## src/rtl/regfile_operand_sequencer.sv

```systemverilog
// regfile_operand_sequencer: fetches two operands from the register file and presents them to the ALU; the writeback path runs independently.
// Define REGFILE_BYPASS_EN to forward a pending write into the operands instead of stalling ISSUE.
module regfile_operand_sequencer #(
  parameter int DATA_W = 16,
  parameter int ADDR_W = 3
) (
  input  logic              CLK,
  input  logic              RST_N,
  input  logic              req_valid,
  output logic              req_ready,
  input  logic [ADDR_W-1:0] req_src_a,
  input  logic [ADDR_W-1:0] req_src_b,
  output logic              op_valid,
  input  logic              op_ready,
  output logic [DATA_W-1:0] op_a,
  output logic [DATA_W-1:0] op_b,
  input  logic              wb_valid,
  input  logic [ADDR_W-1:0] wb_addr,
  input  logic [DATA_W-1:0] wb_data,
  output logic [ADDR_W-1:0] rf_readA_address,
  output logic [ADDR_W-1:0] rf_readB_address,
  input  logic [DATA_W-1:0] rf_reg_A,
  input  logic [DATA_W-1:0] rf_reg_B,
  output logic              rf_write,
  output logic [ADDR_W-1:0] rf_write_address,
  output logic [DATA_W-1:0] rf_write_value
);
  typedef enum logic [1:0] {IDLE, ISSUE, PRESENT} state_t;
  state_t state_q, state_d;
  logic [ADDR_W-1:0] ra_q, ra_d, rb_q, rb_d, wa_q, wa_d;
  logic [DATA_W-1:0] opa_q, opa_d, opb_q, opb_d, wv_q, wv_d;
  logic wr_q, wr_d, hit_a, hit_b;
  always_comb begin
    state_d = state_q;
    ra_d    = ra_q;
    rb_d    = rb_q;
    opa_d   = opa_q;
    opb_d   = opb_q;
    // The register file reads and writes on the same falling edge, so a read that matches a pending write returns the old value.
    hit_a   = wr_q && wa_q == ra_q;
    hit_b   = wr_q && wa_q == rb_q;
    wr_d    = wb_valid;
    wa_d    = wb_valid ? wb_addr : wa_q;
    wv_d    = wb_valid ? wb_data : wv_q;
    unique case (state_q)
      IDLE: if (req_valid) begin
        ra_d    = req_src_a;
        rb_d    = req_src_b;
        state_d = ISSUE;
      end
`ifdef REGFILE_BYPASS_EN
      ISSUE: begin
        opa_d   = hit_a ? wv_q : rf_reg_A;
        opb_d   = hit_b ? wv_q : rf_reg_B;
        state_d = PRESENT;
      end
`else
      ISSUE: if (!(hit_a || hit_b)) begin
        opa_d   = rf_reg_A;
        opb_d   = rf_reg_B;
        state_d = PRESENT;
      end
`endif
      PRESENT: state_d = op_ready ? IDLE : PRESENT;
      default: state_d = IDLE;
    endcase
  end
  always_ff @(posedge CLK or negedge RST_N) begin
    if (!RST_N) begin
      state_q <= IDLE;
      ra_q    <= '0;
      rb_q    <= '0;
      opa_q   <= '0;
      opb_q   <= '0;
      wr_q    <= 1'b0;
      wa_q    <= '0;
      wv_q    <= '0;
    end else begin
      state_q <= state_d;
      ra_q    <= ra_d;
      rb_q    <= rb_d;
      opa_q   <= opa_d;
      opb_q   <= opb_d;
      wr_q    <= wr_d;
      wa_q    <= wa_d;
      wv_q    <= wv_d;
    end
  end
  assign req_ready        = state_q == IDLE;
  assign op_valid         = state_q == PRESENT;
  assign op_a             = opa_q;
  assign op_b             = opb_q;
  assign rf_readA_address = ra_q;
  assign rf_readB_address = rb_q;
  assign rf_write         = wr_q;
  assign rf_write_address = wa_q;
  assign rf_write_value   = wv_q;
endmodule

```

## config.mk

```make
export PLATFORM = sky130hd
export DESIGN_NAME = regfile_operand_sequencer
export DESIGN_NICKNAME = d
export VERILOG_FILES = /design/src/rtl/regfile_operand_sequencer.sv
export SDC_FILE = /design/constraint.sdc
export NUM_CORES = 1
export LEC_CHECK = 0
export CORE_UTILIZATION = 30
export CTS_BUF_LIST = sky130_fd_sc_hd__clkbuf_4 sky130_fd_sc_hd__clkbuf_8
export CTS_CLUSTER_SIZE = 16
export DETAILED_ROUTE_END_ITERATION = 8
export PLACE_DENSITY_LB_ADDON = 0.1
export SKIP_CTS_REPAIR_TIMING = 1
export SLEW_MARGIN = 10
export SYNTH_ARGS = -nofsm -noshare
export SYNTH_HDL_FRONTEND = slang
export SYNTH_SLANG_ARGS = --single-unit
```

## constraint.sdc

```tcl
create_clock -name CLK -period 1.9 [get_ports CLK]
set_clock_uncertainty 0.2 [all_clocks]
set_input_delay 0.19 -clock CLK [delete_from_list [all_inputs] [get_ports CLK]]
set_output_delay 0.19 -clock CLK [all_outputs]
set_load 0.03 [all_outputs]
```

### Yosys cells after proc, flatten, opt, wreduce, memory -nomap -nowiden

Index checks and enable logic that the tools add are counted.

* register bits after elaboration: 60
* input port bits: 62
* output and inout bits: 60
* word-level logic and storage cells: 26

* equality and inequality tests: 6
* muxes and demuxes: 4
* bitwise gates (word level): 1
* reductions and logical operators: 7

Operators by type and width (count)
* $eq 3x3->1: 2
* $mux 2: 3
* $pmux 2 s3: 1
* $reduce_and 2->1: 3
* $ne 2x2->1 const B: 2
* $eq 2x1->1 const B: 1
* $eq 2x2->1 const B: 1
* $logic_and 1x1->1: 2
* $logic_not 2->1: 1
* $logic_or 1x1->1: 1
* $not 1->1: 1

### Longest topological paths before layout

Gate-level depths: netlist of run 1.

* depth after elaboration: 5
* mapped depth: 5
* gate-level depth less buffers: 4

### Worst setup path after synthesis of run 1

Ideal clock, no wire load.

* path kind: register to register
* start point: register state_q[1]
* end point: register ra_q[0], in the netlist rf_readA_address[0]
* library setup time: 0.125 ns
* data arrival time: 1.603 ns
* required time: 1.575 ns
* path slack: -0.027 ns
* cell stages (with the launch flop): 5
* buffers on the path: 1
* period minus slack after synthesis: 1.927 ns
* cells stage by stage: dfrtp_1 > nor2_1 > and2_1 > clkbuf_1 > mux2_2

* longest elaborated chain between the ends: 2

Ends and longest elaborated chain
* from (decl): line 29 `state_t state_q, state_d;`
* from (signal assigned): line 79 `state_q <= state_d;`
* $logic_not 2->1
* net req_ready: line 10 `output logic req_ready,`
* $reduce_and 2->1 (no line)
* to (signal assigned): line 80 `ra_q <= ra_d;`
* to (decl): line 30 `logic [ADDR_W-1:0] ra_q, ra_d, rb_q, rb_d, wa_q, wa_d;`

The timed path passes the listed nets, and every way through them passes these cells.
A chain may end at the register's enable or synchronous reset.

### Worst setup path after layout of run 1

* start point: register ra_q[1], in the netlist rf_readA_address[1]
* end point: output rf_readA_address[1]

RTL lines
* to (decl): line 20 `output logic [ADDR_W-1:0] rf_readA_address,`

No word-level cell between the ends.

==> summary.txt, run 1 <==
Global routing
  • Total GRT Usage: 13.3%
  • Total gr overflow: 0
  • Number of antenna violations at the first check in global routing: 0
  • First-pass GRT wire length: 8400 um
  • Vias in the first global route: 1,653
  • Largest net degree at the start of global routing: 35

CTS
  • CTS H-tree lvls: 3
  • Clock root buffer: clkbuf_8
  • Worst-path clk slew: ~0.070 ns
  • TritonCTS clock tree: built
  • Worst skew pair latency: 0.33 ns
  • CTS Sinks: 60
  • Cts bufs inserted: 9
  • Clk buf depth: 2

Status
  • Status: completed

Setup path
  • Critical path cell sequence: clkdlybuf4s50_1
  • RR Startpoint: rf_write_address[1]
  • CP top delay family: buffers and inverters
  • CP required: 1.51 ns
  • Startpoint Class: register
  • Slowest stage cell, crit path: clkdlybuf4s50_1
  • Crit path kind: register to output port
  • Crit-path max FO: 3
  • Crit path DAT: around 1.5 ns
  • Buf/Inv on CP: 1
  • Crit path launch: rf_readA_address[1]
  • Critical path depth in cells: 1
  • Reg2reg setup slack: 0.06 ns
  • CP Capture Type: output port
  • Worst R2R Path Depth: 5
  • Largest stage delay on the critical path: 0.70 ns

Final layout
  • FF+latch area: 1500 um2
  • Ant diodes: 0
  • Finished Layout Cells: 380
  • Fillers: 675
  • Nets@finish: 335
  • Synth-to-Final Area Change: 66.9%
  • Area of the multi-input gates: between 800 and 900 um2
  • Share of layout cells above drive strength 1: 30.2%

STA
  • Final min period: 1.84 ns
  • Worst-margin pin slew: 0.425 ns
  • Period Utilization, post-route: a little over nine tenths
  • Hold Vio Cnt, Final: 0
  • Setup Viol. Count Final: 0
  • Slew Viols, Final: 0
  • Hold WS: just under 0.2 ns
  • Fmax: 544 MHz
  • Slew margin rel.: 71.7%

Logic synthesis
  • Post-synthesis sequential area ratio: a little over 60%
  • Cell with the most instances after synthesis: dfrtp_1
  • Yosys top cell area share: 61.8%
  • Syn nets: 202
  • Largest cells by area after synthesis: dfrtp_1 (62%), mux2_4 (18%), mux2_2 (13%)
  • Synthesized cell area: 2430 um2
  • Synth unique cells: 16
  • Post-synth ARST share: 100%
  • Yosys reg bits: 60
  • Mapped Avg Cell Area: ~17 um2
  • Yosys warns: 0
  • EDFF count, synth: 0
  • Post-Synthesis Cells: 140
  • Synth Flop Type: dfrtp_1
  • Cell taking the most area after synthesis: dfrtp_1
  • Synth top cells by count: dfrtp_1 (60), mux2_4 (29), mux2_2 (28)

Routing
  • Wire per inst: 14.1 um
  • DR vias/cell: 4.29
  • Overall routed net length: 5380 um
  • Pre-Repair DR Iteration Count: 4
  • Residual DRC: 0
  • Antenna viol nets, final: 0
  • DR vias: about 1,600
  • Initial drt markers: 41

Min path
  • Hold WC Path Type: input pin to asynchronous set/reset pin

Die
  • Core area: ~7800 um2
  • Die Y: 92.0 um
  • # rows: 32
  • Die width: roughly 92 um
  • Effective utilization at floorplan: 31.3%
  • DIE AREA: 8470 um2
  • # IOs: 122

Place
  • Cell count after placement: 363
  • HPWL Detailed: 3900 um
  • Gpl congestion: 0.694
  • Port Buffer Count: between 100 and 150

Flow run
  • Maxcap violations: 0

Pwr
  • Leakage: ~1.8 nW
  • VDD IR max: 0.747 mV
  • Pwr Density: between 1500 and 2000 nW/um2
-- worst reg2reg max path: cells and delay by family, from the launching register on --
| family | cells | cell delay, ns |
|---|---|---|
| buf+inv | 1 | 0.17 |
| mux | 1 | 0.34 |
| flops | 1 | 0.44 |
| xor+xnor | 1 | 0.21 |
| simple gates | 2 | 0.36 |
-- area by class of cell --
cell class / instances / area share [%]
sequential: 60 / 37.0
timing repair buffer: 128 / 32.4
multi-input combinational: 72 / 21.8
clock buffer: 10 / 3.24
tap: 102 / 3.15
clock inverter: 6 / 2.16
inverter: 2 / 0.185
-- routing by layer --
metal / share of wire (%) / GRT usage, % / up-vias
met5: 0 / 0 / -
met4: 1.2 / 4.30 / 0
met3: 9.2 / 7.21 / 6
met2: 47 / 19.9 / 72
met1: 43 / 16.3 / 798
li1: - / - / 753
-- per-stage QoR --
stage	total power [W]	util, %	cell area, um2	setup TNS, ns	setup slack, ns
3_3_place_gp	0.00564	49.0	3800	0	0.0956
4_1_cts	0.00696	51.8	4020	-0.257	-0.153
2_1_floorplan	0.00427	-	2430	0	0.0188
6_report	0.00688	52.2	4060	0	0.0634
5_1_grt	0.00722	52.2	4060	-0.0365	-0.0175
3_5_place_dp	0.00565	49.0	3800	0	0.0542
-- registers in the layout, summed over array words and instances, names as in the netlist --
name,count
op_a,16
op_b,16
rf_readB_address,3
rf_write,1
rf_readA_address,3
rf_write_address,3
state_q,2
rf_write_value,16
-- cells in the final DEF, fill, tap and decap left out, types with 2 or more instances in the layout --
| cell | instances |
|---|---|
| inv_1 | 2 |
| mux2_4 | 29 |
| buf_12 | 3 |
| bufinv_16 | 2 |
| mux2_2 | 28 |
| buf_4 | 2 |
| clkdlybuf4s50_1 | 115 |
| dfrtp_1 | 60 |
| clkbuf_8 | 9 |
| xnor2_1 | 5 |
| clkinv_2 | 2 |
| dlymetal6s2s_1 | 5 |
-- where the power goes --
| group | internal (W) | switching [W] | total, W |
|---|---|---|---|
| Combinational | 0.00188 | 0.00166 | 0.00354 |
| Sequential | 0.00177 | 0.000310 | 0.00208 |
| Clock | 0.000755 | 0.000507 | 0.00126 |
| Total | 0.00440 | 0.00248 | 0.00688 |
-- final timing paths --
check                                 endpoint
max                        rf_readA_address[1]
min in group CLK                    state_q[1]
min reg2reg                  rf_write_value[0]
max in group asynchronous              op_b[4]
max reg2reg                            op_a[7]
min                                    op_a[1]
-- logic make-up (layout without fill, tap and decap cells) --
kind of cell,after synthesis,after routing,synth area share (%)
AOI/OAI and AO/OA,3,3,1.18
xor gates and xnor gates,6,6,2.16
buffers and inverters,8,146,2.21
DFF,60,60,61.8
muxes,57,57,30.9
and+or+nand+nor,6,6,1.80
Power figures use the tool's default switching activity.
==> run 2: changes to the inputs <==
SLEW_MARGIN = 20   (was 10)
clock period = 1.59 ns   (was 1.9 ns; I/O delays follow)
==> run 2 against run 1 <==
Critical path type is now register to register. Highest routed layer unchanged. Sequential power increased by 19%. Die area unchanged. Register-to-register slack got worse by 0.32 ns. Critical endpoint is now op_b[0]. Via count increased by 1.5%. The run now ends with setup timing left. Non-clock buffer count increased by 11.
==> summary.txt, run 2 (synthesis results as in run 1) <==
CTS
  • Clk buf depth: 2 (unchanged)
  • Clock root buffer: clkbuf_8 (unchanged)
  • Cts bufs inserted: 9 (unchanged)
  • TritonCTS clock tree: built (unchanged)
  • CTS H-tree lvls: 3 (unchanged)
  • CTS Sinks: 60 (unchanged)
  • Worst skew pair latency: 0.33 ns (about the same)
  • Worst-path clk slew: 0.07 ns (about the same)

Setup path
  • Crit path DAT: 1.85 ns (was 1.45 ns)
  • Startpoint Class: register (unchanged)
  • CP required: 1.60 ns (was 1.51 ns)
  • Crit path kind: register to register (was register to output port)
  • Crit-path max FO: 12 (was 3)
  • CP Capture Type: register (was output port)

Final layout
  • Nets@finish: 346 (was 335)
  • Final core utilization: 56.1% (was 52.2%)
  • Most frequent cells in the layout: clkdlybuf4s50_1 (60), dlymetal6s2s_1 (57), dfrtp_1 (51) (was clkdlybuf4s50_1 (115), dfrtp_1 (60), mux2_4 (29))
  • Most common cell after layout, fill and taps aside: clkdlybuf4s50_1 (unchanged)
  • Final instance area: 4360 um2 (was 4060 um2)
  • Synth-to-Final Area Change: 79.3% (was 66.9%)
  • Share of layout cells above drive strength 1: 39.2% (was 30.2%)
  • Ant diodes: 0 (unchanged)
  • Fillers: 645 (was 675)
  • Finished Layout Cells: 390 (was 380)

Die
  • Effective utilization at floorplan: 31.3% (unchanged)
  • Die Y: 92.0 um (unchanged)
  • # rows: 32 (unchanged)
  • DIE AREA: 8470 um2 (unchanged)
  • Core area: 7770 um2 (unchanged)
  • # IOs: 122 (unchanged)
  • Die width: 92.0 um (unchanged)

Routing
  • Overall routed net length: 5610 um (was 5380 um)
  • Residual DRC: 0 (unchanged)
  • Pre-Repair DR Iteration Count: 4 (unchanged)
  • DR vias/cell: 4.24 (was 4.29)
  • Antenna viol nets, final: 0 (unchanged)
  • DR vias: 1,653 (was 1,629)
  • Wire per inst: 14.4 um (was 14.1 um)
  • Initial drt markers: 16 (was 41)

Global routing
  • Total gr overflow: 0 (unchanged)
  • Total GRT Usage: 13.9% (was 13.3%)
  • Largest net degree at the start of global routing: 61 (was 35)
  • First-pass GRT wire length: 8890 um (was 8400 um)
  • Vias in the first global route: 1,732 (was 1,653)
  • Number of antenna violations at the first check in global routing: 0 (unchanged)

Pwr
  • Pwr Density: 1940 nW/um2 (was 1700 nW/um2)
  • Total power: 0.00846 W (was 0.00688 W)
  • Reg power frac: 29.3% (was 30.2%)
  • Leakage: 2.37 nW (was 1.82 nW)
  • Net Switching: 0.00300 W (was 0.00248 W)
  • VDD IR max: 0.781 mV (was 0.747 mV)
  • Clock group share of total power: 18.3% (about the same)
  • Switching share of power: 35.5% (was 36.1%)
  • Logic pwr share: 52.4% (was 51.5%)
  • Internal: 0.00545 W (was 0.00440 W)

STA
  • Final min period: 1.84 ns
  • Slew margin rel.: 75.4% (was 71.7%)
  • Slew Viols, Final: 0 (unchanged)
  • Setup Viol. Count Final: 32 (was 0)
  • Period Utilization, post-route: 116%
  • Worst-margin pin slew: 0.369 ns (was 0.425 ns)
  • Hold Vio Cnt, Final: 0 (unchanged)
  • RSZ-0062 raised after global routing: yes
  • Final worst slack: -0.252 ns (was 0.0634 ns)
  • Fmax: 543 MHz

Place
  • HPWL Detailed: 3940 um (was 3900 um)
  • Cell count after placement: 375 (was 363)
  • Dpl cell area: 3950 um2 (was 3800 um2)
  • Port Buffer Count: 121 (unchanged)
  • Gpl congestion: 0.648 (was 0.694)

Flow run
  • Maxcap violations: 0 (unchanged)

Status
  • Status: finished with violations (was completed)
  • Failing checks: setup timing

Min path
  • Hold WC Path Type: input pin to asynchronous set/reset pin (unchanged)
==> run 2: layout make-up <==
cell class	count	area, um2	share of cell area (%)
Inverter	2	7.51	0.172
Clock buffer	11	151	3.47
Tap cell	102	128	2.93
Clock inverter	4	72.6	1.66
Timing Repair Buffer	139	1570	36.0
Multi-Input combinational cell	72	918	21.1
Sequential cell	60	1510	34.7
==> run 2: final timing paths <==
| path | from | end | slack, ns | cells past startpoint |
|---|---|---|---|---|
| min in group CLK | op_ready | state_q[1] | 0.20 | 2 |
| max in group asynchronous | RST_N | rf_write_address[1] | 0.75 | 3 |
| min | RST_N | rf_readA_address[0] | 0.17 | 3 |
| min reg2reg | rf_write_value[2] | rf_write_value[2] | 0.30 | 1 |
| max reg2reg | rf_write_address[2] | op_b[0] | -0.25 | 5 |
| max | rf_write_address[2] | op_b[0] | -0.25 | 5 |
==> run 2: metrics by stage <==
step	setup slack [ns]	setup TNS, ns	hold slack (ns)
2_1_floorplan	-0.229	-6.79	-0.337
3_3_place_gp	-0.220	-6.60	-0.00161
3_5_place_dp	-0.236	-7.06	-0.00395
4_1_cts	-0.277	-16.30	-0.364
5_1_grt	-0.309	-9.25	0.196
6_report	-0.252	-7.49	0.168
==> run 2: layer usage <==
metal | GRT usage, % | share of wire [%] | vias to the layer above
met5 | 0 | 0 | -
met4 | 7.03 | 1.5 | 0
met3 | 4.48 | 7.2 | 7
met2 | 20.3 | 46 | 68
met1 | 18.3 | 46 | 802
li1 | - | - | 776
==> run 2: worst max-delay path, cell delays in order, from the launching register on <==
cell and delay (ns):
dfrtp_2 0.44, xnor2_1 0.14, a41oi_2 0.27, nand3b_4 0.19, buf_12 0.20, mux2_4 0.30
==> run 2: power by group through the flow <==
stage	Combinational, W	Sequential (W)	Clock (W)
6_report	0.00443	0.00248	0.00155
5_1_grt	0.00464	0.00257	0.00166
4_1_cts	0.00451	0.00249	0.00160
3_5_place_dp	0.00450	0.00250	0
3_3_place_gp	0.00446	0.00251	0
2_1_floorplan	0.00156	0.00359	0
